<file path="src/rtl/cpu_fetch_pq.sv">
// rtl/cpu_fetch_pq.sv - halfword prefetch-queue fetch unit; CPU_FETCH_PQ_STATS_EN adds fetch/flush counters
module cpu_fetch_pq #(
  parameter logic [31:0] BOOT_ADDRESS = 32'h00001000,
  parameter int          DEPTH_HW     = 8,
  parameter int          PTR_W        = 3
) (
  input  logic        clk_i,
  input  logic        rst_i,
  output logic [31:0] imem_address_o,
  output logic        imem_req_o,
  input  logic        imem_ack_i,
  input  logic [31:0] imem_data_i,
  input  logic        branch_flag_i,
  input  logic [31:0] branch_target_i,
  input  logic        stall_i,
  input  logic        read_en_i,
  input  logic        long_i,
  output logic [15:0] opcode_o,
  output logic [31:0] operand_o,
  output logic        valid_o,
  output logic        long_valid_o,
  output logic [31:0] PC_o
`ifdef CPU_FETCH_PQ_STATS_EN
  ,
  output logic [31:0] stat_fetch_o,
  output logic [31:0] stat_flush_o
`endif
);

  localparam int CW = PTR_W + 1;

  localparam logic [0:0] ST_IDLE = 1'b0;
  localparam logic [0:0] ST_WAIT = 1'b1;

  logic [15:0]      mem_q [DEPTH_HW];
  logic [PTR_W-1:0] rd_ptr_q, wr_ptr_q;
  logic [CW-1:0]    count_q, count_d;
  logic [0:0]       state_q, state_d;
  logic [31:0]      addr_q, addr_d;
  logic [31:0]      tgt_q, tgt_d;
  logic [31:0]      pc_q;
  logic             drop_q, drop_d;
  logic             skip_q;

  logic             branch_acc;
  logic             ack_acc;
  logic             push_en;
  logic [1:0]       push_n;
  logic [1:0]       pop_n;
  logic             room_q, room_d;
  logic [31:0]      tgt_word;

  assign branch_acc = branch_flag_i && !stall_i;
  assign ack_acc    = (state_q == ST_WAIT) && imem_ack_i;
  assign push_en    = ack_acc && !drop_q && !branch_acc;
  assign push_n     = push_en ? (skip_q ? 2'd1 : 2'd2) : 2'd0;
  assign tgt_word   = branch_target_i & ~32'd3;

  assign valid_o      = (count_q != '0);
  assign long_valid_o = (int'(count_q) >= 3);
  assign opcode_o     = mem_q[rd_ptr_q];
  assign operand_o    = {mem_q[rd_ptr_q + PTR_W'(1)], mem_q[rd_ptr_q + PTR_W'(2)]};
  assign PC_o           = pc_q;
  assign imem_address_o = addr_q;
  assign imem_req_o     = (state_q == ST_WAIT);

  // pop amount: short pops need one halfword, long pops need three; otherwise hold
  always_comb begin
    pop_n = 2'd0;
    if (read_en_i && !stall_i && !branch_acc) begin
      if (long_i) begin
        if (long_valid_o) pop_n = 2'd3;
      end else if (valid_o) begin
        pop_n = 2'd1;
      end
    end
  end

  assign count_d = count_q + CW'(push_n) - CW'(pop_n);
  assign room_q  = (int'(count_q) + 2) <= DEPTH_HW;
  assign room_d  = (int'(count_d) + 2) <= DEPTH_HW;

  // request FSM: one outstanding fetch, address held until ack, redirect deferred while in flight
  always_comb begin
    state_d = state_q;
    addr_d  = addr_q;
    tgt_d   = tgt_q;
    drop_d  = drop_q;
    if (state_q == ST_IDLE) begin
      if (branch_acc) addr_d = tgt_word;
      else if (room_q) state_d = ST_WAIT;
    end else if (imem_ack_i) begin
      drop_d = 1'b0;
      if (branch_acc) begin
        addr_d  = tgt_word;
        state_d = ST_IDLE;
      end else if (drop_q) begin
        // queue was flushed and nothing pushed since, so there is room to refetch now
        addr_d  = tgt_q;
        state_d = ST_WAIT;
      end else begin
        addr_d  = addr_q + 32'd4;
        state_d = room_d ? ST_WAIT : ST_IDLE;
      end
    end else if (branch_acc) begin
      drop_d = 1'b1;
      tgt_d  = tgt_word;
    end
  end

  // control state, pointers, count and PC
  always_ff @(posedge clk_i) begin
    if (rst_i) begin
      state_q  <= ST_IDLE;
      addr_q   <= BOOT_ADDRESS;
      tgt_q    <= BOOT_ADDRESS;
      pc_q     <= BOOT_ADDRESS;
      drop_q   <= 1'b0;
      skip_q   <= 1'b0;
      count_q  <= '0;
      rd_ptr_q <= '0;
      wr_ptr_q <= '0;
    end else begin
      state_q <= state_d;
      addr_q  <= addr_d;
      tgt_q   <= tgt_d;
      drop_q  <= drop_d;
      if (branch_acc) begin
        count_q  <= '0;
        rd_ptr_q <= '0;
        wr_ptr_q <= '0;
        pc_q     <= branch_target_i & ~32'd1;
        skip_q   <= branch_target_i[1];
      end else begin
        count_q  <= count_d;
        rd_ptr_q <= rd_ptr_q + PTR_W'(pop_n);
        pc_q     <= pc_q + {29'd0, pop_n, 1'b0};
        if (push_en) begin
          wr_ptr_q <= wr_ptr_q + PTR_W'(push_n);
          skip_q   <= 1'b0;
        end
      end
    end
  end

  // queue storage: big-endian word split into two halfwords, or low half only after an odd target
  always_ff @(posedge clk_i) begin
    if (!rst_i && push_en) begin
      if (skip_q) begin
        mem_q[wr_ptr_q] <= imem_data_i[15:0];
      end else begin
        mem_q[wr_ptr_q]               <= imem_data_i[31:16];
        mem_q[wr_ptr_q + PTR_W'(1)]   <= imem_data_i[15:0];
      end
    end
  end

`ifdef CPU_FETCH_PQ_STATS_EN
  // fetch and flush event counters
  always_ff @(posedge clk_i) begin
    if (rst_i) begin
      stat_fetch_o <= '0;
      stat_flush_o <= '0;
    end else begin
      if (push_en) stat_fetch_o <= stat_fetch_o + 32'd1;
      if (branch_acc && (count_q != '0 || state_q == ST_WAIT))
        stat_flush_o <= stat_flush_o + 32'd1;
    end
  end
`endif

endmodule

</file>
<file path="config.mk">
export PLATFORM = sky130hd
export DESIGN_NAME = cpu_fetch_pq
export DESIGN_NICKNAME = d
export VERILOG_FILES = /design/src/rtl/cpu_fetch_pq.sv
export SDC_FILE = /design/constraint.sdc
export NUM_CORES = 1
export LEC_CHECK = 0
export ABC_AREA = 1
export CORE_MARGIN = 1
export CORE_UTILIZATION = 55
export CTS_BUF_LIST = sky130_fd_sc_hd__clkbuf_4
export DETAILED_ROUTE_END_ITERATION = 10
export GPL_ROUTABILITY_DRIVEN = 0
export GPL_TIMING_DRIVEN = 0
export HOLD_SLACK_MARGIN = 0.06
export PLACE_DENSITY = 0.79
export SLEW_MARGIN = 25
export SYNTH_ARGS = -nofsm -noshare
export SYNTH_HDL_FRONTEND = slang
export SYNTH_SLANG_ARGS = --single-unit
</file>
<file path="constraint.sdc">
create_clock -name clk_i -period 4.6 [get_ports clk_i]
set_input_delay 0.92 -clock clk_i [delete_from_list [all_inputs] [get_ports clk_i]]
set_output_delay 0.92 -clock clk_i [all_outputs]
set_load 0.02 [all_outputs]
</file>
# [Word-level counts from Yosys, hierarchy flattened]
# Memory sizes are Yosys's and may differ from the RTL's. A register that Yosys moved wholly into a read port is not among the register bits.
# Index checks and enable logic that the tools add are counted.
[word_totals] latch_bits=0 ram_bits=128 in_bits=71 reg_bits=107 rom_bits=0 output_inout_bits=115 mem_count=1 wordCells=78
[classes] add_sub_neg=11 magnitude_cmp=3 multipliers=0 reduce_logical=19 muxes=31 div=0 shift=0 bitwise_logic=2 eq_ne=1
[memory_table] memory="mem_q" words=8 word_bits=16 rd=3 rd_ports_with_merged_regs=1 wr=2 line_no="35" rtl="logic [15:0] mem_q [DEPTH_HW];"
[ops] operator="$mux W32" count=6
[ops] operator="$add A32 B3 Y32" count=1
[ops] operator="$add A32 B3 Y32 const B" count=1
[ops] operator="$mux W1" count=18
[ops] operator="$mux W16" count=1
[ops] operator="$add A4 B2 Y5 const B" count=2
[ops] operator="$le A5 B4 Y1 const B" count=2
[ops] operator="$mux W2" count=5
[ops] operator="$logic_and A1 B1 Y1" count=7
[ops] operator="$add A3 B1 Y3 const B" count=2
[ops] operator="$add A3 B2 Y3" count=2
[ops] operator="$reduce_bool A2 Y1" count=3
[ops] operator="$add A4 B2 Y4" count=1
[ops] operator="$ge A4 B2 Y1 const B" count=1
[ops] operator="$logic_not A1 Y1" count=4
[ops] operator="$reduce_and A2 Y1" count=2
[ops] operator="$reduce_bool A4 Y1" count=1
[ops] operator="$sub A4 B2 Y4" count=1
[ops] operator="$add A3 B2 Y3 const B" count=1
[ops] operator="$mux W3" count=1
[ops] operator="$reduce_and A3 Y1" count=1
[ops] operator="$ne A2 B2 Y1 const B" count=1
[ops] operator="$reduce_or A2 Y1" count=1
[ops] operator="$not A1 Y1" count=1
[ops] operator="$or A1 B1 Y1" count=1

# [Logic depth before layout (Yosys ltp)]
# Gate-level depths: netlist of the first run.
[depth] depth_word=14 depth_mapped=23 mapped_depth_nobuf=23

# [Worst setup path before layout of the first run]
# No wires, ideal clock.
[synth_path] path_kind="input to register" startpoint="in branch_flag_i" endpoint="reg state_q, in the netlist imem_req_o" n_path_buf=0 path_slack_ps=928 cell_stages=21 t_arrival_ps=3602 t_required_ps=4530 setup_ps=70 path_cell_list="inv_1 > nor2_4 > inv_2 > nand2_2 > inv_2 > nand2_4 > fa_1 > inv_1 > fa_1 > or2_2 > nand2_1 > inv_1 > ha_1 > nand3b_1 > nand2_1 > o21ai_0 > nand2_1 > nand2_1 > nand2_1 > nand2_1 > a21oi_1"
[synth_via] elab_chain_len=13 word_cells_on_any_way=16 cone_classes="3 x add/sub; 1 x order compare; 8 x mux; 4 x reduce/logical"
[synth_lines] element="from (decl)" line_no="13" rtl="input logic branch_flag_i,"
[synth_lines] element="$logic_and A1 B1 Y1 *" line_no="53" rtl="assign branch_acc = branch_flag_i && !stall_i;"
[synth_lines] element="$logic_not A1 Y1 *" line_no="55, 70"
[synth_lines] element="$logic_and A1 B1 Y1" line_no="55" rtl="assign push_en = ack_acc && !drop_q && !branch_acc;"
[synth_lines] element="$mux W2" line_no="56" rtl="assign push_n = push_en ? (skip_q ? 2'd1 : 2'd2) : 2'd0;"
[synth_lines] element="$add A4 B2 Y4" line_no="79" rtl="assign count_d = count_q + CW'(push_n) - CW'(pop_n);"
[synth_lines] element="$sub A4 B2 Y4 *" line_no="79"
[synth_lines] element="via count_d[2]" line_no="37" rtl="logic [CW-1:0] count_q, count_d;"
[synth_lines] element="$add A4 B2 Y5 *" line_no="81" rtl="assign room_d = (int'(count_d) + 2) <= DEPTH_HW;"
[synth_lines] element="$le A5 B4 Y1 *" line_no="81"
[synth_lines] element="$mux W1 *" line_no="103" rtl="state_d = room_d ? ST_WAIT : ST_IDLE;"
[synth_lines] element="$mux W1 *" line_no="97" rtl="end else if (drop_q) begin"
[synth_lines] element="$mux W1 *" line_no="94" rtl="if (branch_acc) begin"
[synth_lines] element="$mux W1 *" line_no="92" rtl="end else if (imem_ack_i) begin"
[synth_lines] element="$mux W1 *" line_no="89" rtl="if (state_q == ST_IDLE) begin"
[synth_lines] element="to (signal assigned)" line_no="124" rtl="state_q <= state_d;"
[synth_lines] element="to (decl)" line_no="38" rtl="logic [0:0] state_q, state_d;"
# The timed path passes the listed nets; every way through them passes the cells marked *.
# A chain may end at the register's enable or synchronous reset.

# [Final worst setup path of the first run]
[layout_path] startpoint="reg rd_ptr_q[1]" endpoint="out operand_o[17]"
[layout_via] elab_chain_len=2
[layout_lines] element="from (decl)" line_no="36" rtl="logic [PTR_W-1:0] rd_ptr_q, wr_ptr_q;"
[layout_lines] element="from (signal assigned)" line_no="136" rtl="rd_ptr_q <= rd_ptr_q + PTR_W'(pop_n);"
[layout_lines] element="$add A3 B1 Y3" line_no="62" rtl="assign operand_o = {mem_q[rd_ptr_q + PTR_W'(1)], mem_q[rd_ptr_q + PTR_W'(2)]};"
[layout_lines] element="$mem_v2 Z8 W16"
[layout_lines] element="to (decl)" line_no="19" rtl="output logic [31:0] operand_o,"
# Every way passes these cells.

==> run summary, run 1 <==
The run finished with clean final reports. The post-synthesis mux area share is 0%. The leakage dissipation is 6.97 nW.

The required time at the endpoint of the critical path is 3.68 ns. Tracing the worst setup path back leads to its startpoint at rd_ptr_q[1]. The power density relative to cell area came out at 358 nW/µm². Summing the areas of all compound-gate instances in the mapped netlist gives 20.0% of the synthesized area. The count of flip-flops with a built-in enable after synthesis came out at 128. The clock-pin slew reported for the worst setup and hold paths after clock tree synthesis is 0.07 ns. The smallest clock period supported by the final layout is computed as 4.45 ns.

The worst setup path is launched from a flop. The type of element capturing the critical path is an output port. The synthesized-area fraction occupied by adder cells came out at 2.00%. The tightest hold path in the finished design has a slack of 0.467 ns.

The half-perimeter wire length after placement is 39.4 mm. The DRC violation count after routing is 0. The Yosys step of the flow raised 0 warnings. The chip height is 164 µm. The number of global-route vias before repair came to 15100. Global routing consumed, over all layers together, 38.3% of the routing resources.

In this run the count of I/O pins placed on the die edge is 186. The initial core utilization came out at 56.6%. The TritonCTS clock tree is yes.

The post-route fraction of the period consumed by the critical path came out at 96.7%. The worst slew margin relative to its limit came out at 55.0%. The worst setup slack for register-to-register paths is 0.91 ns. The fraction of final layout cells sized beyond drive strength 1 is 6.99%. The remaining global-route overflow is 0. After detailed routing, the average wire length per cell comes to 18.9 µm. Of all flip-flops after synthesis, the portion carrying an async set or reset was 0%. Measured in cells, the most critical reg-to-reg path has a length of 23. The overall routed net length came out at 51.2 mm. For this design, the CTS-stage hold fixing added 0 buffers. Leaving out fill and tap cells, the most frequent cell in the layout is sky130_fd_sc_hd__nand2_1. Setup repair after global routing could not meet its margin everywhere. The synthesized netlist devotes 0.914% of its cell area to XOR and XNOR gates. The die outline area is 26800 µm².

The count of maximum capacitance violations came out at 0. The multi-input combinational cells in the finished layout cover a total of 7300 µm². The count of pins over their slew limit came out at 0.

In the synthesized netlist the dominant register cell turns out to be sky130_fd_sc_hd__edfxtp_1. The number of nets with antenna violations after detailed routing came out at 0. The area fraction in and, or, nand and nor cells after synthesis is 27.6%. After synthesis, the largest family of logic cells by area is simple AND/OR/NAND/NOR gates. The cell area that synthesis handed to floorplanning was 14400 µm².

In the layout the commonest cells are sky130_fd_sc_hd__nand2_1 (610), sky130_fd_sc_hd__o21ai_0 (276), sky130_fd_sc_hd__nor2_1 (221), sky130_fd_sc_hd__clkdlybuf4s50_1 (181), sky130_fd_sc_hd__inv_1 (180). The fill cell instance count of the final layout came out at 2196. Following the worst setup path forward leads to its endpoint at operand_o[17].

The number of distinct library cells after synthesis came out at 44. The flip-flop and latch count after synthesis came out at 232. The number of iterations in the first detailed-routing pass is 6. The final cell utilization of the core came out at 68.7%. The port buffer count is 181. The sequential-to-total area share from yosys stat is 41.2%. The endpoint identified for the worst register-to-register timing path is imem_req_o.

The number of buffers created by CTS is 58. The total count of hold-check failures in the final report is 0. The maximum operating frequency is 0.225 GHz. The critical path is of the flop to output port type. The total setup buffers inserted after CTS is 0.

For this block, the via count after detailed routing is 16100. The cell sitting at the root of the clock tree is a sky130_fd_sc_hd__clkbuf_4. The final net count is 2421. The maximum count of clock buffers along a single path came out at 3. The worst hold path belongs to the class flop to flop.

The area added between synthesis and finish is 21.4%. In this run the worst path has a maximum fanout of 10. Clock skew on the completed layout was measured at 0.0569 ns.

The H-tree was split into 2 levels. After floorplanning, the core was divided into 58 placement rows. For the worst-skew pair, the clock arrives at the later sink with an insertion delay of 0.71 ns. Entering global routing, the biggest net connects 17 pins. The arrival time of data at the critical path endpoint came out at 3.53 ns. The clock drives 232 sinks. For the pin with the worst max-slew slack, the measured transition is 0.674 ns. The global-route wire length before repair came out at 79.1 mm. The final count of negative-setup-slack endpoints is 0.

The region available for standard cell placement spans 25400 µm². The violation count after the first detailed-routing iteration came out at 1978. The die span in x came out at 164 µm.

The gate count of the mapped netlist came out at 2079. After detailed routing, the number of vias per cell comes to 5.96. The number of antenna violations at the first check in global routing is 2.

Averaged over all synthesized cells, the footprint is 6.91 µm². VDD sags by at most 0.000326 V. The area of all sequential standard cells is 5930 µm². The startpoint of the lowest-slack register-to-register path is count_q[2].
metrics by stage:
step	total power, W	TNS [ns]	setup WS, ns	std cells	cell area, µm²
finish	0.00625	0	0.153	2708	17400
floorplan	0.00372	0	0.928	2081	14400
global route	0.00656	-0.00991	-0.00991	2707	17400
CTS	0.00619	0	0.220	2706	17400
global placement	0.00449	0	0.152	2592	16600
detailed placement	0.00454	0	0.0733	2600	16700
flip-flops by register name (all words and copies together), names as in the netlist:
signal,cells
PC_o,31
count_q,4
drop_q,1
imem_address_o,30
imem_req_o,1
mem_q,128
rd_ptr_q,3
skip_q,1
tgt_q,30
wr_ptr_q,3
cells in the mapped netlist, types with 4 or more instances:
| master | instances | area [µm²] |
|---|---|---|
| sky130_fd_sc_hd__a21oi_1 | 129 | 646 |
| sky130_fd_sc_hd__a22oi_1 | 4 | 30.0 |
| sky130_fd_sc_hd__a31oi_1 | 19 | 119 |
| sky130_fd_sc_hd__buf_1 | 13 | 48.8 |
| sky130_fd_sc_hd__buf_2 | 14 | 70.1 |
| sky130_fd_sc_hd__buf_4 | 5 | 37.5 |
| sky130_fd_sc_hd__clkbuf_1 | 85 | 319 |
| sky130_fd_sc_hd__dfxtp_1 | 104 | 2080 |
| sky130_fd_sc_hd__edfxtp_1 | 128 | 3840 |
| sky130_fd_sc_hd__fa_1 | 5 | 100 |
| sky130_fd_sc_hd__ha_1 | 15 | 188 |
| sky130_fd_sc_hd__inv_1 | 180 | 676 |
| sky130_fd_sc_hd__inv_2 | 5 | 18.8 |
| sky130_fd_sc_hd__nand2_1 | 610 | 2290 |
| sky130_fd_sc_hd__nand3_1 | 66 | 330 |
| sky130_fd_sc_hd__nand3b_1 | 13 | 97.6 |
| sky130_fd_sc_hd__nand4_1 | 35 | 219 |
| sky130_fd_sc_hd__nor2_1 | 221 | 830 |
| sky130_fd_sc_hd__o211ai_1 | 18 | 135 |
| sky130_fd_sc_hd__o21ai_0 | 284 | 1420 |
| sky130_fd_sc_hd__o21ai_1 | 56 | 280 |
| sky130_fd_sc_hd__o21ai_2 | 16 | 140 |
| sky130_fd_sc_hd__o22ai_1 | 4 | 25.0 |
| sky130_fd_sc_hd__or2_2 | 5 | 31.3 |
| sky130_fd_sc_hd__xnor2_1 | 7 | 61.3 |
| sky130_fd_sc_hd__xor2_1 | 8 | 70.1 |
report_power, final:
group / total, W / internal, W / switching, W
registers: 0.00255 / 0.00236 / 0.000191
clock network: 0.00169 / 0.000814 / 0.000874
logic: 0.00201 / 0.000750 / 0.00126
cell type report:
type | count | area share (%)
repair buffers | 189 | 10.9
plain buffers | 118 | 2.80
multi-input cells | 1546 | 41.8
clock buffers | 80 | 3.44
inverters | 185 | 3.98
well taps | 330 | 2.37
clock inverters | 26 | 0.660
flip-flops and latches | 232 | 34.0
diodes | 2 | 0.0287
worst max-delay path, stage by stage (launching register included):
cell	delay [ns]
sky130_fd_sc_hd__dfxtp_1	0.40
sky130_fd_sc_hd__ha_1	0.31
sky130_fd_sc_hd__clkbuf_1	0.35
sky130_fd_sc_hd__clkbuf_1	0.43
sky130_fd_sc_hd__o21ai_0	0.17
sky130_fd_sc_hd__o21ai_0	0.23
sky130_fd_sc_hd__nor2_1	0.07
sky130_fd_sc_hd__a31oi_1	0.22
sky130_fd_sc_hd__clkdlybuf4s50_1	0.64
kinds of logic (layout without fill, tap and decap cells):
| family | Yosys count | count (layout) |
|---|---|---|
| adders and majority gates | 20 | 20 |
| and+or+nand+nor | 968 | 968 |
| xor gates and xnor gates | 15 | 15 |
| buffers and inverters | 303 | 598 |
| AOI/OAI and AO/OA | 540 | 540 |
| DFF | 232 | 232 |
| other | 1 | 5 |
metal layers:
metal | GRT usage [%] | vias up | part of all wire (%)
met2 | 64.1 | 1235 | 47
met5 | 0 | - | 0
li1 | - | 7455 | -
met3 | 6.65 | 253 | 11
met1 | 45.4 | 7202 | 36
met4 | 24.5 | 0 | 6.5
repair_timing:
item                                    4_1_cts  5_1_grt
resized for setup                             0        4
hold endpoints to repair                      0        0
endpoints found under the setup margin        0        5
worst min-delay path by stage:
| stage | endpoint | from | slack (ns) | cells after the start |
|---|---|---|---|---|
| 6_report | tgt_q[29] | tgt_q[29] | 0.47 | 2 |
| 5_1_grt | tgt_q[29] | tgt_q[29] | 0.47 | 2 |
| 4_1_cts | tgt_q[29] | tgt_q[29] | 0.46 | 2 |
| 3_5_place_dp | tgt_q[31] | tgt_q[31] | 0.45 | 2 |
| 3_3_place_gp | tgt_q[31] | tgt_q[31] | 0.45 | 2 |
| 2_1_floorplan | tgt_q[28] | tgt_q[28] | 0.43 | 2 |
(Power assumes the default switching activity.)
==> run 2: changes to the inputs <==
CTS_BUF_LIST = sky130_fd_sc_hd__clkbuf_8 sky130_fd_sc_hd__clkbuf_16   (was sky130_fd_sc_hd__clkbuf_4)
==> run 2 against run 1 <==
Non-clock buffer count unchanged. Highest routed layer is now met5. Global-route usage fell by 0.062 points. Largest cell class unchanged. Critical path depth down 1. Combinational power is essentially flat. Final area grew 0.50%.
==> run summary, run 2 (same netlist as run 1, synthesis figures left out) <==
The maximum operating frequency came out at 0.227 GHz (was 0.225 GHz). The count of pins over their slew limit came to 0 (unchanged). The area of combinational cells with multiple inputs was 7300 µm² (unchanged). The area after detailed placement came out at 16700 µm² (unchanged). The most frequent standard cell in the layout excluding fill and tap cells is sky130_fd_sc_hd__nand2_1 (unchanged). The fill cell instance count of the final layout came out at 2148 (was 2196).

Setup repair after global routing missed its margin: no (was yes). The worst clock skew came to 0.0124 ns (was 0.0569 ns). The number of core rows was 58 (unchanged). The remaining global-route overflow came to 0 (unchanged).

The largest net degree at the start of global routing came to 15 (was 17). The initial core utilization came out at 56.6% (unchanged). The count of cells along the worst register-to-register path is 23 (unchanged).

Ordered cell list for the critical path: buf_2 -> buf_2 -> buf_2 -> clkbuf_1 -> o211ai_1 -> a31oi_1 -> clkdlybuf4s50_1 (was ha_1 -> clkbuf_1 -> clkbuf_1 -> o21ai_0 -> o21ai_0 -> nor2_1 -> a31oi_1 -> clkdlybuf4s50_1). The worst min-delay path startpoint is tgt_q[29] (unchanged). The number of antenna violations at the first check in global routing came out at 1 (was 2). The die span in x came out at 164 µm (unchanged).

The least setup slack across all paths after layout is 0.185 ns (was 0.153 ns). The overall routed net length is 51.1 mm (was 51.2 mm). The number of iterations in the first detailed-routing pass is 6 (unchanged). The number of buffers created by CTS was 24 (was 58). The total placed cells including tap cells is 2600 (unchanged).

The number of nets with antenna violations after detailed routing came out at 0 (unchanged). The cell area after layout came out at 17500 µm² (was 17400 µm²). The area added between synthesis and finish is 22.0% (was 21.4%). The final count of negative-setup-slack endpoints came out at 0 (unchanged). The TritonCTS clock tree is yes (unchanged).

The post-route fraction of the period consumed by the critical path is 96.0% (was 96.7%). The required time at the endpoint of the critical path is 3.68 ns (about the same). The half-perimeter wire length after placement came to 39.4 mm (unchanged). The core box area is 25400 µm² (unchanged). The worst setup slack for register-to-register paths came out at 0.92 ns (was 0.91 ns). The type of element capturing the critical path was an output port (unchanged). The number of cells in the finished layout apart from fillers came out at 2644 (was 2708). The count of instances resized after the clock tree is built came to 0 (unchanged). The worst hold path stage count was 2 (unchanged).

The area of all sequential standard cells came out at 5930 µm² (unchanged). The worst slew margin relative to its limit was 53.8% (was 55.0%). The kind of critical path is flop to output port (unchanged). The DRC violation count after routing was 0 (unchanged). The combined global-route utilization of all metal layers came out at 38.2% (was 38.3%). The average detailed-routed wire length per instance was 19.3 µm (was 18.9 µm). The via count came out at 15900 (was 16100). The clock-pin slew reported for the worst setup and hold paths after clock tree synthesis is 0.07 ns (about the same).

The endpoint of the worst register-to-register path is imem_req_o (unchanged). The arrival time of data at the critical path endpoint is 3.49 ns (was 3.53 ns). The violation count after the first detailed-routing iteration came to 2089 (was 1978).

The register with the most flip-flops is mem_q (unchanged). The top-level I/O count came to 186 (unchanged). The count of hold-fix buffers inserted at cts came to 0 (unchanged). The maximum count of clock buffers along a single path came out at 3 (unchanged). The worst hold endpoint is tgt_q[29] (unchanged). The global-route wire length before repair is 79.2 mm (was 79.1 mm). The fraction of final layout cells sized beyond drive strength 1 is 4.88% (was 6.99%). The number of sinks driven by the clock tree came out at 232 (unchanged). Commonest cells after routing, fill and taps aside: sky130_fd_sc_hd__nand2_1 (610), sky130_fd_sc_hd__o21ai_0 (276), sky130_fd_sc_hd__nor2_1 (221), sky130_fd_sc_hd__inv_1 (184), sky130_fd_sc_hd__clkdlybuf4s50_1 (181) (was sky130_fd_sc_hd__nand2_1 (610), sky130_fd_sc_hd__o21ai_0 (276), sky130_fd_sc_hd__nor2_1 (221), sky130_fd_sc_hd__clkdlybuf4s50_1 (181), sky130_fd_sc_hd__inv_1 (180)). The largest driver fanout on the critical path is 10 (unchanged). The most numerous cell type found on the critical path is sky130_fd_sc_hd__buf_2. The clock root buffer is sky130_fd_sc_hd__clkbuf_16 (was sky130_fd_sc_hd__clkbuf_4). The final total negative setup slack came out at 0 ns (unchanged). The startpoint of the lowest-slack register-to-register path is count_q[2] (unchanged). The number of antenna cells inserted came to 0 (was 2). The pre-CTS setup slack came out at 0.0733 ns (unchanged).

The die outline area is 26800 µm² (unchanged). The standard cell with the maximum stage delay on the critical path is sky130_fd_sc_hd__clkdlybuf4s50_1 (unchanged). The chip height is 164 µm (unchanged). The nature of the critical path startpoint was a flop (unchanged). The slew at the pin with the worst max-slew slack was 0.693 ns (was 0.674 ns). The number of flip-flops in the largest register came to 128 (unchanged). The final period demand of the worst path came out at 4.41 ns (was 4.45 ns). The port buffer count came out at 181 (unchanged). The total setup buffers inserted after CTS was 0 (unchanged). The worst ir drop on vdd is 0.000338 V (was 0.000326 V). The final net count is 2387 (was 2421). The path category of the worst min-delay check was flop to flop (unchanged). The total count of hold-check failures in the final report is 0 (unchanged). The clock latency at the later pin of the worst-skew pair is 0.52 ns (was 0.71 ns). The count of maximum capacitance violations came out at 0 (unchanged). The overall power is 0.00658 W (was 0.00625 W). The leakage dissipation is 6.95 nW (was 6.97 nW). The critical path's largest stage delay came out at 0.63 ns (was 0.64 ns). Outcome: completed (unchanged). The power density relative to cell area came out at 375 nW/µm² (was 358 nW/µm²). The H-tree depth reported by CTS is 1 (was 2). The number of global-route vias before repair came out at 14700 (was 15100).

The via-per-instance ratio came to 6.00 (was 5.96).
-- run 2: final cells by class --
cell class	instances	share of cell area, %
inverter	185	3.96
timing repair buffer	189	10.9
sequential	232	33.8
clock inverter	17	0.899
tap	330	2.35
multi-input combinational	1546	41.6
buffer	118	2.78
clock buffer	27	3.72
-- run 2: through the flow --
step | utilization (%) | hold slack [ns]
after floorplan | - | 0.430
after global placement | 65.4 | 0.446
after detailed placement | 65.9 | 0.451
after CTS | 69.0 | 0.464
after global routing | 69.0 | 0.472
final | 69.0 | 0.468
-- run 2: per-layer routing --
metal | global-route usage, % | routed length, µm | up-vias | part of all wire (%)
li1 | - | - | 7342 | -
met1 | 46.1 | 18700 | 7077 | 37
met2 | 64.5 | 23800 | 1193 | 47
met3 | 5.97 | 5520 | 253 | 11
met4 | 22.4 | 3090 | 2 | 6.0
met5 | 0 | 12 | - | 0.023
-- run 2: worst max-delay path by stage --
| stage | start | to | cells past startpoint |
|---|---|---|---|
| finish | rd_ptr_q[0] | operand_o[20] | 7 |
| global route | rd_ptr_q[0] | operand_o[20] | 7 |
| CTS | rd_ptr_q[0] | operand_o[20] | 7 |
| detailed placement | imem_ack_i | imem_req_o | 21 |
| global placement | imem_ack_i | mem_q[6][9] | 7 |
| floorplan | branch_flag_i | imem_req_o | 21 |
-- run 2: critical path, delay by kind of cell, from the launching register on --
family	cells	cell delay, ns
AO/OA/AOI/OAI	2	0.62
flip-flops	1	0.48
buffers and inverters	5	1.88
-- run 2: where the power goes --
part	switching, W	total [W]	internal, W
Sequential	0.000190	0.00255	0.00236
Combinational	0.00126	0.00201	0.000750
Clock	0.000835	0.00202	0.00118
==> run 3: changes to the inputs <==
SETUP_SLACK_MARGIN = 0.4   (was unset)
==> run 3 against run 2 <==
Flip-flop and latch count stayed put. Setup slack better by 0.31 ns. Final area is 0.31% higher. Highest routed layer unchanged. Clock skew is 0.0028 ns higher. Sequential share of layout area is 0.11 points lower. Largest cell class unchanged. Non-clock buffer count is 3 higher. First-iteration DRC count is 5.8% lower. Total power is 0.30% higher. Maximum frequency is 7.5% higher.
==> run summary, run 3 (same netlist as run 1, synthesis figures left out) <==
Outcome: completed (unchanged). The global-route wire length before repair was 79.2 mm (unchanged). The final count of negative-setup-slack endpoints came out at 0 (unchanged).

The worst hold slack came to 0.468 ns (about the same). The leakage dissipation is 7.01 nW (was 6.95 nW). The post-route fraction of the period consumed by the critical path is 89.3% (was 96.0%).

The fill cell instance count of the final layout came out at 2147 (was 2148). The largest net degree at the start of global routing was 15 (unchanged). The worst ir drop on vdd was 0.000337 V (was 0.000338 V).

The count of pins over their slew limit is 0 (unchanged). The die outline area was 26800 µm² (unchanged). The area added between synthesis and finish is 22.4% (was 22.0%). The worst clock skew came out at 0.0151 ns (was 0.0124 ns). The nature of the critical path startpoint was a flop (unchanged).

The port buffer count came to 181 (unchanged). The standard cell with the maximum stage delay on the critical path is sky130_fd_sc_hd__clkdlybuf4s50_1 (unchanged). The most common cell type on the critical path is sky130_fd_sc_hd__buf_2 (unchanged). The count of maximum capacitance violations came out at 0 (unchanged). The clock-pin slew reported for the worst setup and hold paths after clock tree synthesis came out at 0.07 ns (about the same).

The number of sinks driven by the clock tree came out at 232 (unchanged). The H-tree depth reported by CTS came out at 1 (unchanged). The critical path's largest stage delay came out at 0.64 ns (was 0.63 ns). Setup repair after global routing missed its margin: no (unchanged). The average detailed-routed wire length per instance came out at 19.4 µm (was 19.3 µm). The via count is 15900 (about the same). The combined global-route utilization of all metal layers is 38.2% (unchanged). The number of nets with antenna violations after detailed routing came out at 0 (unchanged). The kind of critical path is flop to output port (unchanged). The core box area is 25400 µm² (unchanged). The number of iterations in the first detailed-routing pass is 10 (was 6). The via-per-instance ratio is 6.02 (was 6.00). The maximum count of clock buffers along a single path is 3 (unchanged). Ordered cell list for the critical path: buf_2 -> buf_2 -> buf_2 -> buf_2 -> o211ai_1 -> a31oi_1 -> clkdlybuf4s50_1 (was buf_2 -> buf_2 -> buf_2 -> clkbuf_1 -> o211ai_1 -> a31oi_1 -> clkdlybuf4s50_1). The half-perimeter wire length after placement came out at 39.4 mm (unchanged). The most frequent standard cell in the layout excluding fill and tap cells is sky130_fd_sc_hd__nand2_1 (unchanged). The arrival time of data at the critical path endpoint came out at 3.19 ns (was 3.49 ns).

The number of antenna violations at the first check in global routing is 1 (unchanged). The path category of the worst min-delay check is flop to flop (unchanged). The number of global-route vias before repair is 14700 (unchanged). The violation count after the first detailed-routing iteration came out at 1967 (was 2089).

The final total negative setup slack is 0 ns (unchanged). The top-level I/O count was 186 (unchanged). The area after detailed placement was 16700 µm² (unchanged).

The critical path buffer and inverter count is 5 (unchanged). The largest driver fanout on the critical path is 10 (unchanged). The number of antenna cells inserted is 0 (unchanged).

The initial core utilization came to 56.6% (unchanged). The number of buffers created by CTS is 24 (unchanged). The DRC violation count after routing was 0 (unchanged).

The TritonCTS clock tree is yes (unchanged). The number of flip-flops in the largest register came out at 128 (unchanged). The register with the most flip-flops was mem_q (unchanged). The die span in x was 164 µm (unchanged). The slew at the pin with the worst max-slew slack is 0.691 ns (was 0.693 ns).

The type of element capturing the critical path is an output port (unchanged). The final net count is 2390 (was 2387). The number of core rows is 58 (unchanged). The kind of cell adding the most delay to the critical path is buffers and inverters (unchanged). The overall routed net length came to 51.3 mm (was 51.1 mm). The remaining global-route overflow came out at 0 (unchanged). The clock latency at the later pin of the worst-skew pair is 0.52 ns (about the same). The worst slew margin relative to its limit is 53.9% (was 53.8%). The clock root buffer is sky130_fd_sc_hd__clkbuf_16 (unchanged).

The power density relative to cell area is 375 nW/µm² (about the same). The chip height is 164 µm (unchanged). The final period demand of the worst path is 4.11 ns (was 4.41 ns). The maximum operating frequency was 0.243 GHz (was 0.227 GHz).

Commonest cells after routing, fill and taps aside: sky130_fd_sc_hd__nand2_1 (609), sky130_fd_sc_hd__o21ai_0 (276), sky130_fd_sc_hd__nor2_1 (221), sky130_fd_sc_hd__inv_1 (184), sky130_fd_sc_hd__clkdlybuf4s50_1 (180) (was sky130_fd_sc_hd__nand2_1 (610), sky130_fd_sc_hd__o21ai_0 (276), sky130_fd_sc_hd__nor2_1 (221), sky130_fd_sc_hd__inv_1 (184), sky130_fd_sc_hd__clkdlybuf4s50_1 (181)). The fraction of final layout cells sized beyond drive strength 1 came out at 5.57% (was 4.88%). The total count of hold-check failures in the final report came out at 0 (unchanged). The cell area after layout was 17600 µm² (was 17500 µm²). The count of hold-fix buffers inserted at cts is 0 (unchanged). The required time at the endpoint of the critical path is 3.68 ns (about the same).
run 3: power by group:
part	leakage [nW]	internal (W)	total [W]	switching [W]
sequential	2.00	0.00236	0.00255	0.000190
combinational	4.59	0.000762	0.00203	0.00127
clock	0.415	0.00118	0.00202	0.000833
total	7.01	0.00431	0.00660	0.00230
run 3: cell type report:
class / count / area, µm² / area share [%]
sequential: 232 / 5930 / 33.7
clock inverter: 17 / 158 / 0.896
buffer: 118 / 500 / 2.84
timing repair buffer: 192 / 1930 / 11.0
multi-input combinational: 1546 / 7310 / 41.6
tap: 330 / 413 / 2.35
clock buffer: 27 / 653 / 3.71
inverter: 185 / 697 / 3.96
run 3: final timing paths:
check	start	to	slack, ns	cells after the start
setup / recovery	rd_ptr_q[0]	operand_o[20]	0.49	7
hold / removal	tgt_q[29]	tgt_q[29]	0.47	2
setup reg to reg	count_q[2]	PC_o[13]	0.95	16
hold reg to reg	tgt_q[29]	tgt_q[29]	0.47	2
run 3: worst register-to-register path, stage by stage (launching register included):
cell and delay, ns:
sky130_fd_sc_hd__dfxtp_1 0.36, sky130_fd_sc_hd__inv_1 0.08, sky130_fd_sc_hd__ha_1 0.21, sky130_fd_sc_hd__o21ai_0 0.12
sky130_fd_sc_hd__nand2_1 0.08, sky130_fd_sc_hd__nor2_1 0.23, sky130_fd_sc_hd__inv_1 0.17, sky130_fd_sc_hd__nand2_1 0.16
sky130_fd_sc_hd__ha_1 0.19, sky130_fd_sc_hd__inv_1 0.05, sky130_fd_sc_hd__fa_1 0.42, sky130_fd_sc_hd__nor2_1 0.34
sky130_fd_sc_hd__nand2_1 0.20, sky130_fd_sc_hd__nor2_1 0.47, sky130_fd_sc_hd__nand2_1 0.18, sky130_fd_sc_hd__o221ai_1 0.20
sky130_fd_sc_hd__nand2_1 0.08
run 3: layer usage:
metal  vias up  GRT usage [%]  wire length [µm]
met1      7167           46.1             18600
li1       7336              -                 -
met5         -              0                12
met4         2           22.4              2930
met2      1197           64.5             24100
met3       234           5.97              5590
run 3: timing repair:
action                                  CTS  global route
gates resized for setup                   0            23
endpoints found under the setup margin    0            44
buffers inserted                          0             3
run 3: through the flow:
stage / setup slack, ns / power [W] / cells / utilization, %
2_1_floorplan: 0.928 / 0.00372 / 2081 / -
3_3_place_gp: 0.152 / 0.00449 / 2592 / 65.4
3_5_place_dp: 0.0733 / 0.00454 / 2600 / 65.9
4_1_cts: 0.417 / 0.00653 / 2644 / 69.0
5_1_grt: 0.371 / 0.00688 / 2647 / 69.3
6_report: 0.493 / 0.00660 / 2647 / 69.3
